**src/rtl/servo_pkg.sv**
```systemverilog
// Shared constants, FSM encoding and checksum helper
// for the servo status transmitter.
package servo_pkg;

    localparam logic [7:0] HEADER_DEF = 8'hA5;

    localparam logic [7:0] POS_MIN = 8'd1;
    localparam logic [7:0] POS_MAX = 8'd16;
    localparam logic [7:0] STO_MIN = 8'd103;
    localparam logic [7:0] STO_MAX = 8'd113;

    localparam int unsigned CLK_HZ = 50_000_000;

    typedef enum logic [1:0] {
        IDLE,
        START,
        DATA,
        STOP
    } tx_state_e;

    function automatic logic [7:0] frame_sum(
        input logic [7:0] h,
        input logic [7:0] p,
        input logic [7:0] s
    );
        return h + p + s;
    endfunction

endpackage

```
**src/rtl/servo_status_tx_if.sv**
```systemverilog
// Status/serial bundle between the servo core
// and the status transmitter.
interface servo_status_tx_if;

    logic [7:0] position;
    logic [7:0] storage;
    logic       match;
    logic       send_req;
    logic       TxD;
    logic       busy;
    logic       frame_done;

    modport master (
        output position, storage, match, send_req,
        input  TxD, busy, frame_done
    );

    modport slave (
        input  position, storage, match, send_req,
        output TxD, busy, frame_done
    );

endinterface

```
**src/rtl/servo_status_tx_uart.sv**
```systemverilog
// Byte-level 8N1 shifter; accepts the next byte in the
// last stop-bit cycle so bytes go out without idle gaps.
module uart_tx_byte
    import servo_pkg::*;
#(
    parameter int unsigned CLKS_PER_BIT = 5208
) (
    input  logic       clk,
    input  logic       rst_n,
    input  logic       start,
    input  logic [7:0] data,
    output logic       TxD,
    output logic       ready
);

    localparam int unsigned BW =
        (CLKS_PER_BIT > 1) ? $clog2(CLKS_PER_BIT) : 1;
    localparam logic [BW-1:0] BAUD_LAST = BW'(CLKS_PER_BIT - 1);

    tx_state_e     state_q, state_d;
    logic [BW-1:0] baud_q, baud_d;
    logic [2:0]    bit_q, bit_d;
    logic [7:0]    shift_q, shift_d;
    logic          baud_end;

    assign baud_end = (baud_q == BAUD_LAST);

    always_ff @(posedge clk) begin
        if (!rst_n) begin
            state_q <= IDLE;
        end else begin
            state_q <= state_d;
        end
    end

    always_comb begin
        state_d = state_q;
        unique case (state_q)
            IDLE:  if (start) state_d = START;
            START: if (baud_end) state_d = DATA;
            DATA:  if (baud_end && bit_q == 3'd7) state_d = STOP;
            STOP:  if (baud_end) state_d = start ? START : IDLE;
        endcase
    end

    always_comb begin
        TxD   = 1'b1;
        ready = 1'b0;
        unique case (state_q)
            IDLE:  ready = 1'b1;
            START: TxD = 1'b0;
            DATA:  TxD = shift_q[0];
            STOP:  ready = baud_end;
        endcase
    end

    always_comb begin
        baud_d  = baud_end ? '0 : baud_q + 1'b1;
        bit_d   = bit_q;
        shift_d = shift_q;
        if (state_q == IDLE) baud_d = '0;
        if (ready && start) shift_d = data;
        if (state_q == START && baud_end) bit_d = '0;
        if (state_q == DATA && baud_end) begin
            shift_d = {1'b0, shift_q[7:1]};
            bit_d   = bit_q + 3'd1;
        end
    end

    always_ff @(posedge clk) begin
        if (!rst_n) begin
            baud_q  <= '0;
            bit_q   <= '0;
            shift_q <= '0;
        end else begin
            baud_q  <= baud_d;
            bit_q   <= bit_d;
            shift_q <= shift_d;
        end
    end

endmodule

```
**src/rtl/servo_status_tx.sv**
```systemverilog
// Frame sequencer: trigger/pending logic, snapshot and
// checksum for the 4-byte status frame.
module servo_status_tx
    import servo_pkg::*;
#(
    parameter int unsigned CLKS_PER_BIT = 5208,
    parameter bit          AUTO_SEND    = 1'b1,
    parameter logic [7:0]  HEADER       = HEADER_DEF
) (
    input logic              clk,
    input logic              rst_n,
    servo_status_tx_if.slave bus
);

    logic [15:0] prev_q;
    logic        active_q, active_d;
    logic        pend_q, pend_d;
    logic        done_q, done_d;
    logic [1:0]  idx_q, idx_d;
    logic [7:0]  pos_q, pos_d;
    logic [7:0]  sto_q, sto_d;
    logic        trig, launch, byte_end, start;
    logic [7:0]  next_byte;
    logic        ready, txd;

    assign trig = bus.send_req |
        (AUTO_SEND & ({bus.position, bus.storage} != prev_q));
    assign launch   = !active_q && (trig || pend_q);
    assign byte_end = active_q && ready;
    assign start    = launch || (byte_end && idx_q != 2'd3);

    // idx_q is the byte on the wire; queue the one after it
    always_comb begin
        next_byte = HEADER;
        if (!launch) begin
            unique case (idx_q)
                2'd0:    next_byte = pos_q;
                2'd1:    next_byte = sto_q;
                default: next_byte = frame_sum(HEADER, pos_q, sto_q);
            endcase
        end
    end

    always_comb begin
        active_d = active_q;
        pend_d   = pend_q;
        done_d   = 1'b0;
        idx_d    = idx_q;
        pos_d    = pos_q;
        sto_d    = sto_q;
        if (launch) begin
            active_d = 1'b1;
            pend_d   = 1'b0;
            idx_d    = 2'd0;
            pos_d    = bus.position;
            sto_d    = {bus.match, bus.storage[6:0]};
        end else begin
            if (trig) pend_d = 1'b1;
            if (byte_end) begin
                if (idx_q == 2'd3) begin
                    active_d = 1'b0;
                    done_d   = 1'b1;
                    idx_d    = 2'd0;
                end else begin
                    idx_d = idx_q + 2'd1;
                end
            end
        end
    end

    always_ff @(posedge clk) begin
        prev_q <= {bus.position, bus.storage};
        if (!rst_n) begin
            active_q <= 1'b0;
            pend_q   <= 1'b0;
            done_q   <= 1'b0;
            idx_q    <= '0;
            pos_q    <= '0;
            sto_q    <= '0;
        end else begin
            active_q <= active_d;
            pend_q   <= pend_d;
            done_q   <= done_d;
            idx_q    <= idx_d;
            pos_q    <= pos_d;
            sto_q    <= sto_d;
        end
    end

    uart_tx_byte #(
        .CLKS_PER_BIT (CLKS_PER_BIT)
    ) u_tx (
        .clk   (clk),
        .rst_n (rst_n),
        .start (start),
        .data  (next_byte),
        .TxD   (txd),
        .ready (ready)
    );

    assign bus.TxD        = txd;
    assign bus.busy       = active_q;
    assign bus.frame_done = done_q;

endmodule

```
**src/flat_wrapper.sv**
```systemverilog
// flat-port wrapper written by rule: the top's interface ports become plain ports
module servo_status_tx_flat import servo_pkg::*;
#(
    parameter int unsigned CLKS_PER_BIT = 5208,
    parameter bit          AUTO_SEND    = 1'b1,
    parameter logic [7:0]  HEADER       = HEADER_DEF
)
  (clk, rst_n, bus_position, bus_storage, bus_match, bus_send_req, bus_TxD, bus_busy, bus_frame_done);
  servo_status_tx_if bus_i ();
  input logic clk;
  input logic rst_n;
  input wire logic [$bits(bus_i.position)-1:0] bus_position;
  input wire logic [$bits(bus_i.storage)-1:0] bus_storage;
  input wire logic [$bits(bus_i.match)-1:0] bus_match;
  input wire logic [$bits(bus_i.send_req)-1:0] bus_send_req;
  output wire logic [$bits(bus_i.TxD)-1:0] bus_TxD;
  output wire logic [$bits(bus_i.busy)-1:0] bus_busy;
  output wire logic [$bits(bus_i.frame_done)-1:0] bus_frame_done;
  assign bus_i.position = bus_position;
  assign bus_i.storage = bus_storage;
  assign bus_i.match = bus_match;
  assign bus_i.send_req = bus_send_req;
  assign bus_TxD = bus_i.TxD;
  assign bus_busy = bus_i.busy;
  assign bus_frame_done = bus_i.frame_done;
  servo_status_tx #(.CLKS_PER_BIT(CLKS_PER_BIT), .AUTO_SEND(AUTO_SEND), .HEADER(HEADER)) u_core (.clk(clk), .rst_n(rst_n), .bus(bus_i));
endmodule
```
**config.mk**
```make
export PLATFORM = sky130hd
export DESIGN_NAME = servo_status_tx_flat
export DESIGN_NICKNAME = d
export VERILOG_FILES = /design/src/rtl/servo_pkg.sv /design/src/rtl/servo_status_tx_if.sv /design/src/rtl/servo_status_tx_uart.sv /design/src/rtl/servo_status_tx.sv /design/src/flat_wrapper.sv
export SDC_FILE = /design/constraint.sdc
export NUM_CORES = 1
export LEC_CHECK = 0
export ABC_AREA = 1
export BUFFER_PORTS_ARGS = -buffer_cell sky130_fd_sc_hd__buf_4
export CORE_ASPECT_RATIO = 0.5
export CORE_MARGIN = 2
export CORE_UTILIZATION = 30
export DETAILED_ROUTE_END_ITERATION = 7
export GPL_TIMING_DRIVEN = 1
export PLACE_DENSITY_LB_ADDON = 0.25
export RECOVER_POWER = 50
export SLEW_MARGIN = 30
export SYNTH_ARGS = -nofsm -noshare
export SYNTH_HDL_FRONTEND = slang
export SYNTH_SLANG_ARGS = --single-unit
```
**constraint.sdc**
```tcl
create_clock -name clk -period 2.9 [get_ports clk]
set_input_delay 0.29 -clock clk [delete_from_list [all_inputs] [get_ports clk]]
set_output_delay 0.29 -clock clk [all_outputs]
set_load 0.05 [all_outputs]
```
After elaboration in Yosys (flattened, before gate mapping)
Cells that the tools add are included.
Word-level totals
  register bits after elaboration: 63
  input port bits: 20
  output and inout bits: 3
Cells by class
  add/sub/neg operators: 5
  eq/ne operators: 13
  muxes and demuxes: 19
  bitwise gates (word level): 3
  reduce and logical (&&, ||, !) cells: 22
Operator list (count)
  $ne A16 B16 Y1: 1
  $pmux W8 S2: 1
  $mux W7: 2
  $add A13 B1 Y13 const B: 1
  $eq A13 B13 Y1 const B: 1
  $mux W2: 5
  $ne A2 B2 Y1 const B: 5
  $add A8 B8 Y8: 1
  $add A8 B8 Y8 const A: 1
  $mux W8: 1
  $pmux W2 S4: 1
  $reduce_bool A2 Y1: 4
  $logic_and A1 B1 Y1: 7
  $eq A2 B2 Y1 const B: 3
  $mux W3: 2
  $reduce_or A3 Y1: 2
  $mux W1: 5
  $eq A2 B1 Y1 const B: 2
  $logic_not A2 Y1: 2
  $pmux W1 S2: 2
  $reduce_and A4 Y1: 1
  $reduce_or A2 Y1: 2
  $add A3 B1 Y3 const B: 1
  $eq A3 B3 Y1 const B: 1
  6 further kinds: 8

Logic depth before layout (Yosys ltp)
  depth in word-level cells: 8
  depth in mapped cells: 17
  mapped depth without buffers: 17

By module
From an unflattened synthesis, not the netlist that was laid out.
Second synthesis, totals
  cells, all modules: 518
  area, all modules: 3560.9 µm²
Modules (own cells, without submodules)
  servo_status_tx: instances 1, cells each 311, area each 2119.5 µm², sequential area each 740.7 µm²
  uart_tx_byte: instances 1, cells each 207, area each 1441.4 µm², sequential area each 520.5 µm²

Worst setup path after synthesis
Ideal clock, no wire load.
  path kind: flip-flop to flip-flop
  from: register u_core.sto_q[1]
  to: register u_core.u_tx.shift_q[5]
  setup time: 0.116 ns
  arrival time: 2.087 ns
  setup slack: 0.697 ns
  stages on the path, launching flop included: 15
  path through: dfxtp_1 > ha_1 > ha_1 > fa_1 > nand2_1 > inv_1 > o21ai_0 > nand2_1 > or2_2 > nand3_1 > nand3b_1 > nand2_1 > nand2_1 > nor2_1 > nor2_1
Between the ends
  longest elaborated chain between the ends: 5
Ends and longest elaborated chain
  start: declaration: line servo_status_tx.sv:21  | logic [7:0] sto_q, sto_d;
  start signal: assignment: line servo_status_tx.sv:86  | sto_q <= sto_d;
  $add A8 B8 Y8: line servo_pkg.sv:26  | return h + p + s;
  $pmux W8 S2: line servo_status_tx.sv:36  | unique case (idx_q)
  $mux W8: line servo_status_tx.sv:35  | if (!launch) begin
  $mux W7: line servo_status_tx_uart.sv:62  | if (ready && start) shift_d = data;
  $mux W7: line servo_status_tx_uart.sv:64  | if (state_q == DATA && baud_end) begin
  end signal: assignment: line servo_status_tx_uart.sv:78  | shift_q <= shift_d;
  end: declaration: line servo_status_tx_uart.sv:23  | logic [7:0] shift_q, shift_d;
Every way passes these cells. The select of a mux whose other input is x is not followed.
A chain may end at the register's enable or synchronous reset.

Worst setup path in the final report
Ends and elaborated chain as after synthesis.

==> impl_metrics.ini <==
[synthesis]
async_flop_share_pct = 0
synthCells = 454
syn_area_per_cell_um2 = 7.29
yosys.area_share.xor_xnor_pct = 2.38
synthMuxAreaShare_pct = 0
synth_compound_area_share_pct = 10.2
ys_seq_elements = 63
syn-num-nets = 498
synth-edff-count = 0
syn-cell-area_um2 = 3310
synthAdderAreaFrac_pct = 9.30
synth_ff_type = dfxtp_1
yosysWarnings = 0
synth_top_family_by_area = simple AND/OR/NAND/NOR gates
synthSimpleGateAreaFrac_pct = 29.2
synth-seq-area-share_pct = 38.1
synth_cell_types = 35

[clock_network]
ctsHoldBuffers = 0
clkLatencyLatePin_ps = 330
clockBufferDepth = 2
post_cts_buffers = 0
cts_resized = 0
cts.sinks = 63
h-tree-depth = 3
root_buffer = clkbuf_16
clkTransAtPathRegs_ps = 50
cts_tree = yes
numCtsBuffers = 9

[cells_and_area]
fill_cells = 1206
layout-drive-gt1-share_pct = 9.05
diodes = 0
post-route-util_pct = 35.1
final_cell_mix = 91 x nand2_1, 79 x inv_1, 63 x dfxtp_1
final_common_cell = nand2_1
nets = 525
synthToLayoutAreaGrowth_pct = 15.5

[placed_design]
dp_hpwl_mm = 5.23
port_buffers = 22
place_congestion = 0.834

[global_route]
grtUsageTotal_pct = 12.9
antenna_found_initial = 0
grt_overflow = 0
grt_pass1_wl_mm = 12.1
grt_pass1_vias = 2568
grt_max_degree = 18

[sta]
worst_pin_slew_ps = 692
slew_viol_final = 0
max_freq_mhz = 422
setup_violations = 0
slew_headroom_pct = 53.8
rsz0062_at_grt = false
period_minus_slack_ps = 2370
fin_skew_ps = 2.93
fin_tns_setup_ps = 0
timing.final.crit_share_pct = 81.8
hold_viol = 0

[detailed_routing]
wl_per_cell_um = 11.1
drt-initial-drc-count = 106
antenna_left = 0
via_count = 2769
remaining_drc_errors = 0
drt-vias-per-instance = 4.39
drt_pass1_iterations = 4
drt_wl_total_mm = 6.98

[die]
fp.coreArea_um2 = 10900
fp-row-count = 27
ios = 23
start_util_pct = 30.4
dieArea_um2 = 11900
dieWidth_um = 153
die_h_um = 78.3

[critical_path]
criticalPathCategory = flop to flop
required_ps = 3120
crit_fanout = 3
arrival_ps = 2600
setup.worst_path.start_class = flop
cp-end-kind = flop

[power_and_ir_drop]
power_density_nw_per_um2 = 752
ir_drop_mv = 0.333
power_leakage_nw = 1.76

[run]
drv_cap = 0

[worst_hold_path]
hp-class = input pin to flop

[run_status]
status = complete, no violations
==> power by group <==
group | internal [W] | switching, W | total (W) | leakage (nW)
logic | 0.000290 | 0.000553 | 0.000842 | 1.10
clock network | 0.000622 | 0.000379 | 0.00100 | 0.136
registers | 0.000971 | 0.0000608 | 0.00103 | 0.520
==> per-layer routing <==
layer	part of all wire, %	global-route usage [%]
met4	1.0	4.44
met2	42	19.8
met1	53	16.7
met5	0	0
met3	4.2	4.64
==> state kept, by name, indices dropped and copies added (netlist names), 2 cells and up <==
signal and cells:
u_core.idx_q 2, u_core.pos_q 8, u_core.prev_q 16, u_core.sto_q 8, u_core.u_tx.baud_q 13, u_core.u_tx.bit_q 3, u_core.u_tx.shift_q 8, u_core.u_tx.state_q 2
==> cells in the mapped netlist, drive strengths merged (6+ instances only) <==
cell   instances  area share, %
xnor2          7            1.9
buf            6            1.2
nand2         98             12
ha            23            8.7
o22ai         16            3.0
or2            6            1.1
inv           83            9.5
dfxtp         63             38
nor3           8            1.4
o21ai         19            2.9
nand3         24            3.6
nor2          57            7.5
a21oi         21            3.3
nand4          7            1.8
==> final cells by class <==
| cell class | instances | area (um^2) | share of cell area [%] |
|---|---|---|---|
| clock inverter | 3 | 17.5 | 0.458 |
| timing repair buffer | 23 | 109 | 2.85 |
| inverter | 83 | 314 | 8.22 |
| sequential | 63 | 1260 | 33.0 |
| multi-input combinational | 301 | 1680 | 43.9 |
| clock buffer | 13 | 260 | 6.81 |
| tap | 145 | 181 | 4.75 |
==> kinds of logic (layout without fill, tap and decap cells) <==
| logic type | after synthesis | count (layout) |
|---|---|---|
| buffers and inverters | 90 | 122 |
| AO/OA/AOI/OAI | 61 | 61 |
| adder cells (fa/ha/maj) | 24 | 24 |
| AND/OR/NAND/NOR | 207 | 207 |
| flip-flops | 63 | 63 |
| XOR/XNOR | 9 | 9 |
==> per-stage QoR <==
step	power (W)	cell area [um^2]	hold WS, ps	cells	setup WS (ps)
5_1_grt	0.00308	3820	80.4	631	295
2_1_floorplan	0.00169	3310	318	454	697
6_report	0.00287	3820	90.8	631	528
3_5_place_dp	0.00191	3620	407	615	532
3_3_place_gp	0.00191	3620	410	615	578
4_1_cts	0.00293	3900	58.4	631	513
==> worst paths after layout <==
kind / startpoint / to / slack, ps / depth (start not counted)
hold reg to reg: u_core.u_tx.baud_q[0] / u_core.u_tx.baud_q[0] / 440 / 1
setup / recovery: u_core.sto_q[1] / u_core.u_tx.shift_q[5] / 530 / 14
setup reg to reg: u_core.sto_q[1] / u_core.u_tx.shift_q[5] / 530 / 14
hold / removal: bus_position[3] / u_core.prev_q[11] / 90 / 1
==> worst max-delay path, stage by stage (launching register included) <==
cell      delay [ps]
dfxtp_1          310
ha_1             300
ha_1             240
fa_1             400
nand2_1           70
inv_1             40
o21ai_0          150
nand2_1           80
or2_2            270
nand3_1           70
nand3b_1          80
nand2_1           70
nand2_1           60
nor2_1            80
nor2_1            50
Power figures use the tool's default switching activity.
